[config.mk]
export PLATFORM = sky130hd
export DESIGN_NAME = ssd_driver_unit
export DESIGN_NICKNAME = d
export VERILOG_FILES = /design/src/rtl/ssd_driver_unit.sv
export SDC_FILE = /design/constraint.sdc
export NUM_CORES = 1
export LEC_CHECK = 0
export CORE_AREA = 3 3 146 148
export CTS_CLUSTER_DIAMETER = 120
export DETAILED_ROUTE_END_ITERATION = 12
export DIE_AREA = 0 0 149 151
export GPL_TIMING_DRIVEN = 0
export PLACE_DENSITY = 0.91
export SYNTH_ARGS = -nofsm -noshare
export SYNTH_HDL_FRONTEND = slang
export SYNTH_SLANG_ARGS = --single-unit
[constraint.sdc]
create_clock -name CLK -period 8.9 [get_ports CLK]
set_clock_uncertainty 0.1 [all_clocks]
set_input_delay 1.78 -clock CLK [delete_from_list [all_inputs] [get_ports CLK]]
set_output_delay 1.78 -clock CLK [all_outputs]
set_load 0.01 [all_outputs]
[src/rtl/ssd_driver_unit.sv]
// Signed 32-bit value to eight-digit seven-segment display driver.
// Conversion is an iterative double-dabble, one bit per cycle; the display only changes on completion.
module ssd_driver_unit #(
    parameter int DATA_WIDTH = 32,
    parameter int DIGITS     = 8
) (
    input  logic                    CLK,
    input  logic                    RST,
    input  logic [DATA_WIDTH-1:0]   IDATA,
    output logic [7*DIGITS-1:0]     HEX,
    output logic                    BUSY,
    output logic                    OVF
);

    // Enough BCD digits to hold the largest magnitude (2^DATA_WIDTH - 1).
    localparam int BCD_DIGITS = (DATA_WIDTH * 301) / 1000 + 1;
    localparam int BCD_W      = 4 * BCD_DIGITS;
    localparam int CNT_W      = $clog2(DATA_WIDTH + 1);

    localparam logic [6:0] SEG_BLANK = 7'b1111111;
    localparam logic [6:0] SEG_MINUS = 7'b0111111;
    localparam logic [6:0] SEG_E     = 7'b0000110;

    typedef enum logic [1:0] {
        S_RESET,
        S_IDLE,
        S_CONV,
        S_UPDATE
    } state_t;

    state_t                  state_q,  state_d;
    logic [DATA_WIDTH-1:0]   last_q,   last_d;
    logic                    valid_q,  valid_d;
    logic                    sign_q,   sign_d;
    logic [DATA_WIDTH-1:0]   mag_q,    mag_d;
    logic [BCD_W-1:0]        bcd_q,    bcd_d;
    logic [CNT_W-1:0]        cnt_q,    cnt_d;
    logic [7*DIGITS-1:0]     hex_q,    hex_d;
    logic                    ovf_q,    ovf_d;
    logic                    busy_q,   busy_d;

    logic [BCD_W-1:0]        bcd_adj;
    logic [3:0]              disp_nib [DIGITS];
    logic [7*DIGITS-1:0]     hex_num;
    logic [7*DIGITS-1:0]     hex_upd;
    logic                    ovf_calc;

    function automatic logic [6:0] seg_of(input logic [3:0] n);
        case (n)
            4'd0:    seg_of = 7'b1000000;
            4'd1:    seg_of = 7'b1111001;
            4'd2:    seg_of = 7'b0100100;
            4'd3:    seg_of = 7'b0110000;
            4'd4:    seg_of = 7'b0011001;
            4'd5:    seg_of = 7'b0010010;
            4'd6:    seg_of = 7'b0000010;
            4'd7:    seg_of = 7'b1111000;
            4'd8:    seg_of = 7'b0000000;
            4'd9:    seg_of = 7'b0010000;
            default: seg_of = SEG_BLANK;
        endcase
    endfunction

    // Double-dabble correction: every nibble >= 5 gets +3 before the shift.
    generate
        for (genvar gi = 0; gi < BCD_DIGITS; gi++) begin : g_add3
            assign bcd_adj[4*gi +: 4] = (bcd_q[4*gi +: 4] >= 4'd5) ?
                                        bcd_q[4*gi +: 4] + 4'd3 : bcd_q[4*gi +: 4];
        end
        for (genvar gi = 0; gi < DIGITS; gi++) begin : g_nib
            assign disp_nib[gi] = bcd_q[4*gi +: 4];
        end
    endgenerate

    // Scan from the most significant digit down; the first numeral shown gets the sign to its left.
    always_comb begin
        logic seen;
        seen    = 1'b0;
        hex_num = '1;
        for (int i = DIGITS - 1; i >= 0; i--) begin
            if (disp_nib[i] != 4'd0 || seen || i == 0) begin
                hex_num[7*i +: 7] = seg_of(disp_nib[i]);
                if (!seen && sign_q && i < DIGITS - 1) begin
                    hex_num[7*(i+1) +: 7] = SEG_MINUS;
                end
                seen = 1'b1;
            end
        end
    end

    // A negative value needs one digit for the sign, so it overflows one decade earlier.
    assign ovf_calc = sign_q ? (|bcd_q[BCD_W-1:4*(DIGITS-1)]) : (|bcd_q[BCD_W-1:4*DIGITS]);
    assign hex_upd  = ovf_calc ? {{(DIGITS-1){SEG_BLANK}}, SEG_E} : hex_num;

    always_comb begin
        state_d = state_q;
        last_d  = last_q;
        valid_d = valid_q;
        sign_d  = sign_q;
        mag_d   = mag_q;
        bcd_d   = bcd_q;
        cnt_d   = cnt_q;
        hex_d   = hex_q;
        ovf_d   = ovf_q;
        busy_d  = busy_q;
        case (state_q)
            S_IDLE: begin
                if (!valid_q || IDATA != last_q) begin
                    last_d  = IDATA;
                    valid_d = 1'b1;
                    sign_d  = IDATA[DATA_WIDTH-1];
                    mag_d   = IDATA[DATA_WIDTH-1] ? (~IDATA + 1'b1) : IDATA;
                    bcd_d   = '0;
                    cnt_d   = '0;
                    busy_d  = 1'b1;
                    state_d = S_CONV;
                end
            end
            S_CONV: begin
                {bcd_d, mag_d} = {bcd_adj, mag_q} << 1;
                cnt_d          = cnt_q + 1'b1;
                if (cnt_q == CNT_W'(DATA_WIDTH - 1)) begin
                    state_d = S_UPDATE;
                end
            end
            S_UPDATE: begin
                hex_d   = hex_upd;
                ovf_d   = ovf_calc;
                busy_d  = 1'b0;
                state_d = S_IDLE;
            end
            default: begin
                hex_d   = '1;
                ovf_d   = 1'b0;
                busy_d  = 1'b0;
                valid_d = 1'b0;
                state_d = S_IDLE;
            end
        endcase
    end

    always_ff @(posedge CLK) begin
        if (RST) begin
            state_q <= S_IDLE;
            last_q  <= '0;
            valid_q <= 1'b0;
            sign_q  <= 1'b0;
            mag_q   <= '0;
            bcd_q   <= '0;
            cnt_q   <= '0;
            hex_q   <= '1;
            ovf_q   <= 1'b0;
            busy_q  <= 1'b0;
        end else begin
            state_q <= state_d;
            last_q  <= last_d;
            valid_q <= valid_d;
            sign_q  <= sign_d;
            mag_q   <= mag_d;
            bcd_q   <= bcd_d;
            cnt_q   <= cnt_d;
            hex_q   <= hex_d;
            ovf_q   <= ovf_d;
            busy_q  <= busy_d;
        end
    end

    assign HEX  = hex_q;
    assign BUSY = busy_q;
    assign OVF  = ovf_q;

endmodule

==> results.tsv <==
metric	value	unit
whs_path_depth	2	
p_leak	0.00530	uW
core_region_area	0.0202	mm^2
worstHoldStart	hex_num[2]	
crit_chain	clkdlybuf4s50_1 > xnor2_1 > nand4_1 > nor4_1 > nand4_1 > buf_2 > nand2_1 > o22ai_1 > and2_1 > ha_1 > o21ai_0 > o21a_1	
fmax	0.171	GHz
nFillCells	1573	
grt_pass1_wl	53.5	mm
first_global_vias	10700	
dp_hpwl	23.6	mm
clkSlewWorstSetupHoldPaths	60	ps
syn2layout_area_growth	15.8	%
startpoint	IDATA[23]	
period_minus_slack	5850	ps
setup_viol	0	
finalSetupTns	0	ps
rsz0062_at_grt	no	
synth.cell_area	0.0120	mm^2
nNetsFinal	1663	
numPortBuffers	81	
syn_nets	1555	
ios	92	
finalPower	3070	uW
die_x	149	um
slowest_stage	nor4_1	
slew_violations	0	
ant_nets	0	
wl	33.6	mm
grt_max_degree	13	
drt-initial-drc-count	1030	
worst_slack	3050	ps
synth.distinct_cells	74	
vias	11200	
place_area	0.0132	mm^2
cts_max_path_buffers	3	
slew_headroom	30.5	%
cts_hold_buf	0	
power.density	220	mW/mm^2
firstDrtPassIters	8	
avgViaCountPerCell	6.09	
cts_tree	yes	
die_h	151	um
stdcell_area	0.0139	mm^2
r2r-start	state_q[0]	
insertion_delay	520	ps
holdPathEnd	HEX[2]	
drive_above_1_share	6.30	%
tightestPinTransition	1040	ps
rows	52	
cp_max_fo	10	
numCtsBuffers	25	
gp_congestion	0.969	
crit_required	9260	ps
initial_utilization	59.7	%
synth-edff-count	0	
grt_antenna_before_repair	0	
synth-warning-count	0	
cts.sinks	227	
insertedDiodeCount	0	
ctsResizeCount	0	
crit_path_frequent_cell	nand4_1	
htreeDepth	1	
worstReg2RegEnd	hex_num[3]	
layout_commonest_cell	dfxtp_1	
ys_seq_elements	227	
final_cell_mix	dfxtp_1 (227), nand2_1 (198), a21oi_1 (109)	
status	finished, final reports clean	
cts_root_buf	clkbuf_16	
synth_area_per_cell	8.32	um^2
grtUsageTotal	29.1	%
postCtsSetupRepairBufs	0	
dp_worst_setup_slack	2740	ps
grt_overflow	0	
cp.arrival	6210	ps
hold_ws	346	ps
synth_ff_type	dfxtp_1	
endpoint_kind	flop	
path_class	in2reg	
async_reset_ff_share	0	%
hold_class	reg2reg	
slowest_delay	830	ps
r2r_cells	12	
rrSetupSlack	4270	ps
cp-start-kind	input port	
max_cap_viol_count	0	
vdd_ir_drop_max	0.219	mV
hold_viol_final	0	
syn-instance-count	1447	
post-route-drc-count	0	
synth-seq-area-share	37.7	%
die-area	0.0225	mm^2
wl_per_cell	18.3	um
fin_crit_sh	65.7	%
[logic make-up (layout without fill, tap and decap cells)]
logic type,after synthesis,in the layout,share of synthesized area [%]
AO/OA/AOI/OAI,396,396,20.9
multiplexers,53,53,4.44
AND/OR/NAND/NOR,454,454,18.0
buffers and inverters,165,289,5.62
XOR/XNOR,78,78,5.67
adder cells (fa/ha/maj),74,74,7.69
flip-flops,227,227,37.7
[area by class of cell]
class / instances / area, um^2 / area share [%]
buffer: 93 / 407 / 2.92
clock buffer: 37 / 721 / 5.17
clock inverter: 6 / 32.5 / 0.233
inverter: 72 / 270 / 1.94
multi-input combinational: 1055 / 6820 / 48.9
sequential: 227 / 4540 / 32.6
tap: 270 / 338 / 2.42
timing repair buffer: 81 / 811 / 5.81
[worst max-delay path: cells and delay by family]
| family | cells | cell delay, ps |
|---|---|---|
| AO/OA/AOI/OAI | 3 | 610 |
| XOR/XNOR | 1 | 170 |
| adder cells (fa/ha/maj) | 1 | 320 |
| buffers and inverters | 2 | 1020 |
| AND/OR/NAND/NOR | 5 | 2290 |
[power breakdown]
part | switching, uW | internal [uW] | total (uW)
clock | 403 | 556 | 958
combinational | 647 | 273 | 919
sequential | 67.9 | 1130 | 1190
total | 1120 | 1950 | 3070
[how the worst max path moves through the flow]
| stage | slack [ps] | to | cells past startpoint |
|---|---|---|---|
| finish | 3050 | flop | 12 |
| global route | 2910 | flop | 14 |
| CTS | 3200 | flop | 12 |
| detailed placement | 2740 | flop | 12 |
| global placement | 2820 | flop | 12 |
| floorplan | 4270 | flop | 14 |
[synthesized netlist by cell type (all sizes together), types with 14 or more instances]
master,number,area [um^2]
nor3,25,141
mux2i,50,500
o21a,16,120
nand3,33,165
inv,71,267
o21ai,105,552
o31ai,15,118
dfxtp,227,4540
buf,36,193
a21oi,116,637
a31oi,15,100
nand4,18,113
xnor2,41,359
nand2,198,743
xor2,37,324
clkbuf,57,214
ha,74,926
nor2,84,318
o22ai,56,357
nand2b,14,87.6
[stage by stage]
step                std cells  utilization, %
finish                   1841            69.1
global route             1841            69.1
CTS                      1841            69.1
detailed placement       1798            65.4
global placement         1798            65.4
floorplan                1447               -
[per-layer routing]
metal | vias up | global-route usage [%] | part of all wire, % | wire (um)
li1 | 5286 | - | - | -
met1 | 5235 | 35.4 | 40 | 13400
met2 | 551 | 50.6 | 48 | 16000
met3 | 142 | 4.55 | 7.9 | 2660
met4 | 0 | 13.4 | 4.5 | 1520
met5 | - | 0 | 0 | 0
Power figures use the tool's default switching activity.
